### src/rtl/fb_flag_ctrl.sv
// Flag-register write controller: arbitrates ALU/CSR flag updates, 1-cycle write latency, tracks reservations.
// Readies only in RUN; define FB_FLAG_RR_EN for round-robin conflict arbitration (default: CSR wins).
module fb_flag_ctrl (
  input  logic       clk,
  input  logic       rst_n,
  input  logic       alu_valid,
  input  logic [3:0] alu_nzcv,
  output logic       alu_ready,
  input  logic       csr_valid,
  input  logic [3:0] csr_nzcv,
  output logic       csr_ready,
  input  logic       rsv,
  input  logic       hold,
  input  logic       flush,
  output logic       flag_we,
  output logic [3:0] flag_nzcv,
  output logic       flags_busy,
  output logic       rsv_full
);

  typedef enum logic [1:0] {RUN = 2'd0, HOLD = 2'd1, FLUSH = 2'd2} state_t;

  state_t     state;
  state_t     state_nxt;
  logic [2:0] cnt;
  logic       grant_csr;
  logic       xfer;
  logic [3:0] xfer_nzcv;

`ifdef FB_FLAG_RR_EN
  logic rr_ptr;  // 0 = ALU wins next conflict, 1 = CSR wins

  always_ff @(posedge clk or negedge rst_n) begin
    if (!rst_n)
      rr_ptr <= 1'b0;
    else if (state == RUN && alu_valid && csr_valid)
      rr_ptr <= ~rr_ptr;
  end

  assign grant_csr = csr_valid && (!alu_valid || rr_ptr);
`else
  assign grant_csr = csr_valid;
`endif

  always_ff @(posedge clk or negedge rst_n) begin
    if (!rst_n)
      state <= RUN;
    else
      state <= state_nxt;
  end

  always_comb begin
    state_nxt = state;
    if (flush)
      state_nxt = FLUSH;
    else begin
      case (state)
        RUN:     state_nxt = hold ? HOLD : RUN;
        HOLD:    state_nxt = hold ? HOLD : RUN;
        FLUSH:   state_nxt = RUN;
        default: state_nxt = RUN;
      endcase
    end
  end

  always_comb begin
    alu_ready = 1'b0;
    csr_ready = 1'b0;
    if (state == RUN) begin
      csr_ready = grant_csr;
      alu_ready = alu_valid && !grant_csr;
    end
  end

  assign xfer      = alu_ready || csr_ready;
  assign xfer_nzcv = csr_ready ? csr_nzcv : alu_nzcv;

  // A transfer accepted while flush is sampled is dropped, not written.
  always_ff @(posedge clk or negedge rst_n) begin
    if (!rst_n) begin
      flag_we   <= 1'b0;
      flag_nzcv <= 4'b0000;
    end else begin
      flag_we <= xfer && !flush;
      if (xfer && !flush)
        flag_nzcv <= xfer_nzcv;
    end
  end

  always_ff @(posedge clk or negedge rst_n) begin
    if (!rst_n)
      cnt <= 3'd0;
    else if (flush || state == FLUSH)
      cnt <= 3'd0;
    else if (state == RUN) begin
      if (rsv && xfer)
        cnt <= cnt;
      else if (rsv && cnt != 3'd7)
        cnt <= cnt + 3'd1;
      else if (xfer && cnt != 3'd0)
        cnt <= cnt - 3'd1;
    end
  end

  assign flags_busy = (cnt != 3'd0) || flag_we;
  assign rsv_full   = (cnt == 3'd7);

endmodule

### config.mk
export PLATFORM = sky130hd
export DESIGN_NAME = fb_flag_ctrl
export DESIGN_NICKNAME = d
export VERILOG_FILES = /design/src/rtl/fb_flag_ctrl.sv
export SDC_FILE = /design/constraint.sdc
export NUM_CORES = 1
export LEC_CHECK = 0
export BUFFER_PORTS_ARGS = -buffer_cell sky130_fd_sc_hd__buf_2
export CAP_MARGIN = 15
export CORE_ASPECT_RATIO = 0.7
export CORE_UTILIZATION = 28
export DETAILED_ROUTE_END_ITERATION = 6
export PLACE_DENSITY = 0.62
export SLEW_MARGIN = 10
export SYNTH_ARGS = -nofsm -noshare
export SYNTH_HDL_FRONTEND = slang
export SYNTH_SLANG_ARGS = --single-unit
export TNS_END_PERCENT = 20
### constraint.sdc
create_clock -name clk -period 5.1 [get_ports clk]
set_input_delay 1.02 -clock clk [delete_from_list [all_inputs] [get_ports clk]]
set_output_delay 1.02 -clock clk [all_outputs]
set_load 0.01 [all_outputs]
==> summary.md <==
| Metric | Value |
|---|---|
| Hold Path Depth | `2` |
| Yosys warns | `0` |
| Req. time, crit path | `4.08 ns` |
| Post-synthesis adder-cell area fraction | `about 3.6%` |
| IO Pins | `24` |
| WL met2 | `about 520 um` |
| DRT Pass-1 Iters | `4` |
| Worst Path Arrival | `1.60 ns` |
| Largest family of logic cells by synthesized area | `simple AND/OR/NAND/NOR gates` |
| Crit Reg-Reg Endpoint | `cnt[2]$_DFFE_PN0P_` |
| Worst-Skew Late Latency | `0.26 ns` |
| Die width | `55.2 um` |
| Critical path class | `in2out` |
| Core area | `1850 um^2` |
| First-pass GRT wire length | `~1800 um` |
| Layout filler cell count | `209` |
| FF-to-FF Start | `cnt[1]$_DFFE_PN0P_` |
| Post-Synth XOR/XNOR Area | `1.58%` |
| Startpoint types | `primary input` |
| Worst Hold Path EP | `flag_nzcv[3]$_DFFE_PN0P_` |
| Max_slew headroom | `72.0%` |
| Sw Ratio | `between 20% and 30%` |
| R2r setup slk | `3.07 ns` |
| Max cap viols | `0` |
| Ys async rst share | `100%` |
| Netlist Area Pre-Place | `between 500 and 600 um^2` |
| Register-to-Register Path Depth | `6` |
| EDFF count, synth | `0` |
| Port bufs | `23` |
| Max H-tree Level | `1` |
| Total CTS buffers | `3` |
| Worst-path clk slew | `0.06 ns` |
| Tmin final | `around 2.6 ns` |
| DRT met1 WL | `roughly 570 um` |
| Initial antenna violation count | `0` |
| Drt drc | `0` |
| CTS tree | `yes` |
| 1st-iter DRT viols | `14` |
| Pwr Total | `0.199 mW` |
| N_diodes | `0` |
| Number of global-route vias before repair | `~420` |
| Hold Path Origin | `flag_nzcv[3]$_DFFE_PN0P_` |
| Pre-CTS setup slack | `2.47 ns` |
| Synth top area share | `45.0%` |
| GP Congestion | `about 0.71` |
| Simple-Gate Fraction of Synth Area | `22.7%` |
| Worst setup margin | `2.48 ns` |
| Most instantiated cells after synthesis | `dfrtp_1, nand2_1, mux2i_1` |
| GRT Total Usage | `roughly an eighth` |
| Row count | `13` |
| Share of layout cells above drive strength 1 | `39.5%` |
| Setup TNS | `0 ns` |
| Fmax | `approximately 0.38 GHz` |
| Worst Max-Slew Pin Slew | `0.420 ns` |
| Crit end category | `output port` |
| Layout area overhead | `29.3%` |
| Clock Sinks | `10` |
| Clock Skews | `0.000218 ns` |
| Routed length per instance | `11.5 um` |
| Maximum vdd drop | `0.211 mV` |
| Hold buffers post-CTS | `0` |
| Synth Register Bits | `10` |
| Final Cycle Share | `roughly half` |
| Finished Layout Cells | `103` |
| Unrepaired setup endpoints after global routing | `false` |
| Setup violations, final | `0` |
| Mux share of post-synthesis cell area | `10.8%` |
| Final #Nets | `98` |
| HP Class | `reg2reg` |
| Grt ovf | `0` |
| Die Ht | `just under 40 um` |
| Synthesized instance count | `56` |
| Largest net degree at the start of global routing | `11` |
| Top_reg_cell synth | `dfrtp_1` |
| Synth Area in Compound Gates | `between 10% and 20%` |
| DP Wirelength | `958 um` |
| Post-CTS Repair Setup Buffers | `0` |
| Sequential power share | `45.6%` |
| Crit path max fanout | `5` |
| Via count | `492` |
| Clock Power Share | `34.8%` |
| Pleak | `0.379 nW` |
| Synth cell types | `22` |
| Starting density of the core | `30.0%` |
| Routed met3 length | `93 um` |
| Post-route ant nets | `0` |
| Cell Int Power | `~0.15 mW` |
| Combinational Power Share | `19.6%` |
| Mapped Nets | `72` |
| Top layer in use | `met3` |
| Hold Vio Cnt, Final | `0` |
| Yosys top cell by area | `dfrtp_1` |
| CTS resizes | `0` |
| Final WL | `1190 um` |
| Mapped Avg Cell Area | `9.92 um^2` |
| Clock Root Buffer | `clkbuf_4` |
| Clock Tree Buf Depth | `2` |
| Via-to-Cell Ratio | `4.78` |
| Switching power | `0.0511 mW` |
| Die footprint | `2170 um^2` |
| Status | `finished clean` |
| Max-slew violations | `0` |
| # placed instances | `99` |
| Top cells by area, synth | `dfrtp_1, mux2i_1, o21ai_2` |
| Pwr Density | `approximately 280 nW/um^2` |
| Sequential fraction of the synthesis area | `45.0%` |
## worst max-delay path by stage
| stage | start | to | slack (ns) | depth (start not counted) |
|---|---|---|---|---|
| after floorplan | csr_valid | alu_ready | 2.75 | 1 |
| after global placement | csr_valid | csr_ready | 2.48 | 3 |
| after detailed placement | csr_valid | csr_ready | 2.47 | 3 |
| after CTS | csr_valid | csr_ready | 2.47 | 3 |
| after global routing | csr_valid | csr_ready | 2.44 | 3 |
| final | csr_valid | csr_ready | 2.48 | 3 |
## worst max-delay path, stage by stage
cell and delay, ns:
buf_2 0.10, and2_1 0.29, buf_2 0.19
## power groups by stage
stage	combinational (mW)	clock, mW	sequential (mW)
after floorplan	0.0197	0	0.0949
after global placement	0.0390	0	0.0920
after detailed placement	0.0397	0	0.0920
after CTS	0.0399	0.0724	0.0906
after global routing	0.0439	0.0778	0.0917
final	0.0389	0.0692	0.0905
## placed cells by master, fill, tap and decap left out
master,instances
a21oi_1,2
nor3_1,2
buf_2,23
xnor2_1,1
nor2_1,2
nand4_1,1
or2_1,1
or4_1,1
and2_1,1
nor3b_1,2
or3_1,1
o21ai_2,5
and3_1,1
clkbuf_4,3
clkbuf_8,1
nand3_1,1
o32ai_1,1
fa_1,1
mux2i_1,6
inv_1,3
nand2b_1,2
nand2_1,10
dfrtp_1,10
## kinds of logic after synthesis
| group | Yosys count |
|---|---|
| compound gates | 8 |
| xor+xnor | 1 |
| fa+ha+maj | 1 |
| buf+inv | 5 |
| flops | 10 |
| mux | 6 |
| simple gates | 25 |
## final cells by class
class / instances / area [um^2] / area share [%]
well taps: 22 / 27.5 / 3.83
flip-flops and latches: 10 / 250 / 34.8
repair buffers: 23 / 115 / 16.0
inverters: 3 / 11.3 / 1.57
multi-input cells: 41 / 278 / 38.7
clock buffers: 4 / 36.3 / 5.05
## stage by stage
step	utilization [%]	hold WS, ns	cell area, um^2
2_1_floorplan	-	0.443	556
3_3_place_gp	36.8	0.462	682
3_5_place_dp	36.8	0.460	682
4_1_cts	38.7	0.476	718
5_1_grt	38.7	0.506	718
6_report	38.7	0.469	718
## sequential cells by signal, summed over array words and instances (netlist names)
signal and count:
cnt 3, flag_nzcv 4, state 2, flag_we 1
## layer usage
metal	up-vias	GRT usage (%)
met5	-	0
met4	0	1.88
met3	0	5.94
met2	15	19.3
met1	230	14.6
li1	247	-
(Power assumes the default switching activity.)
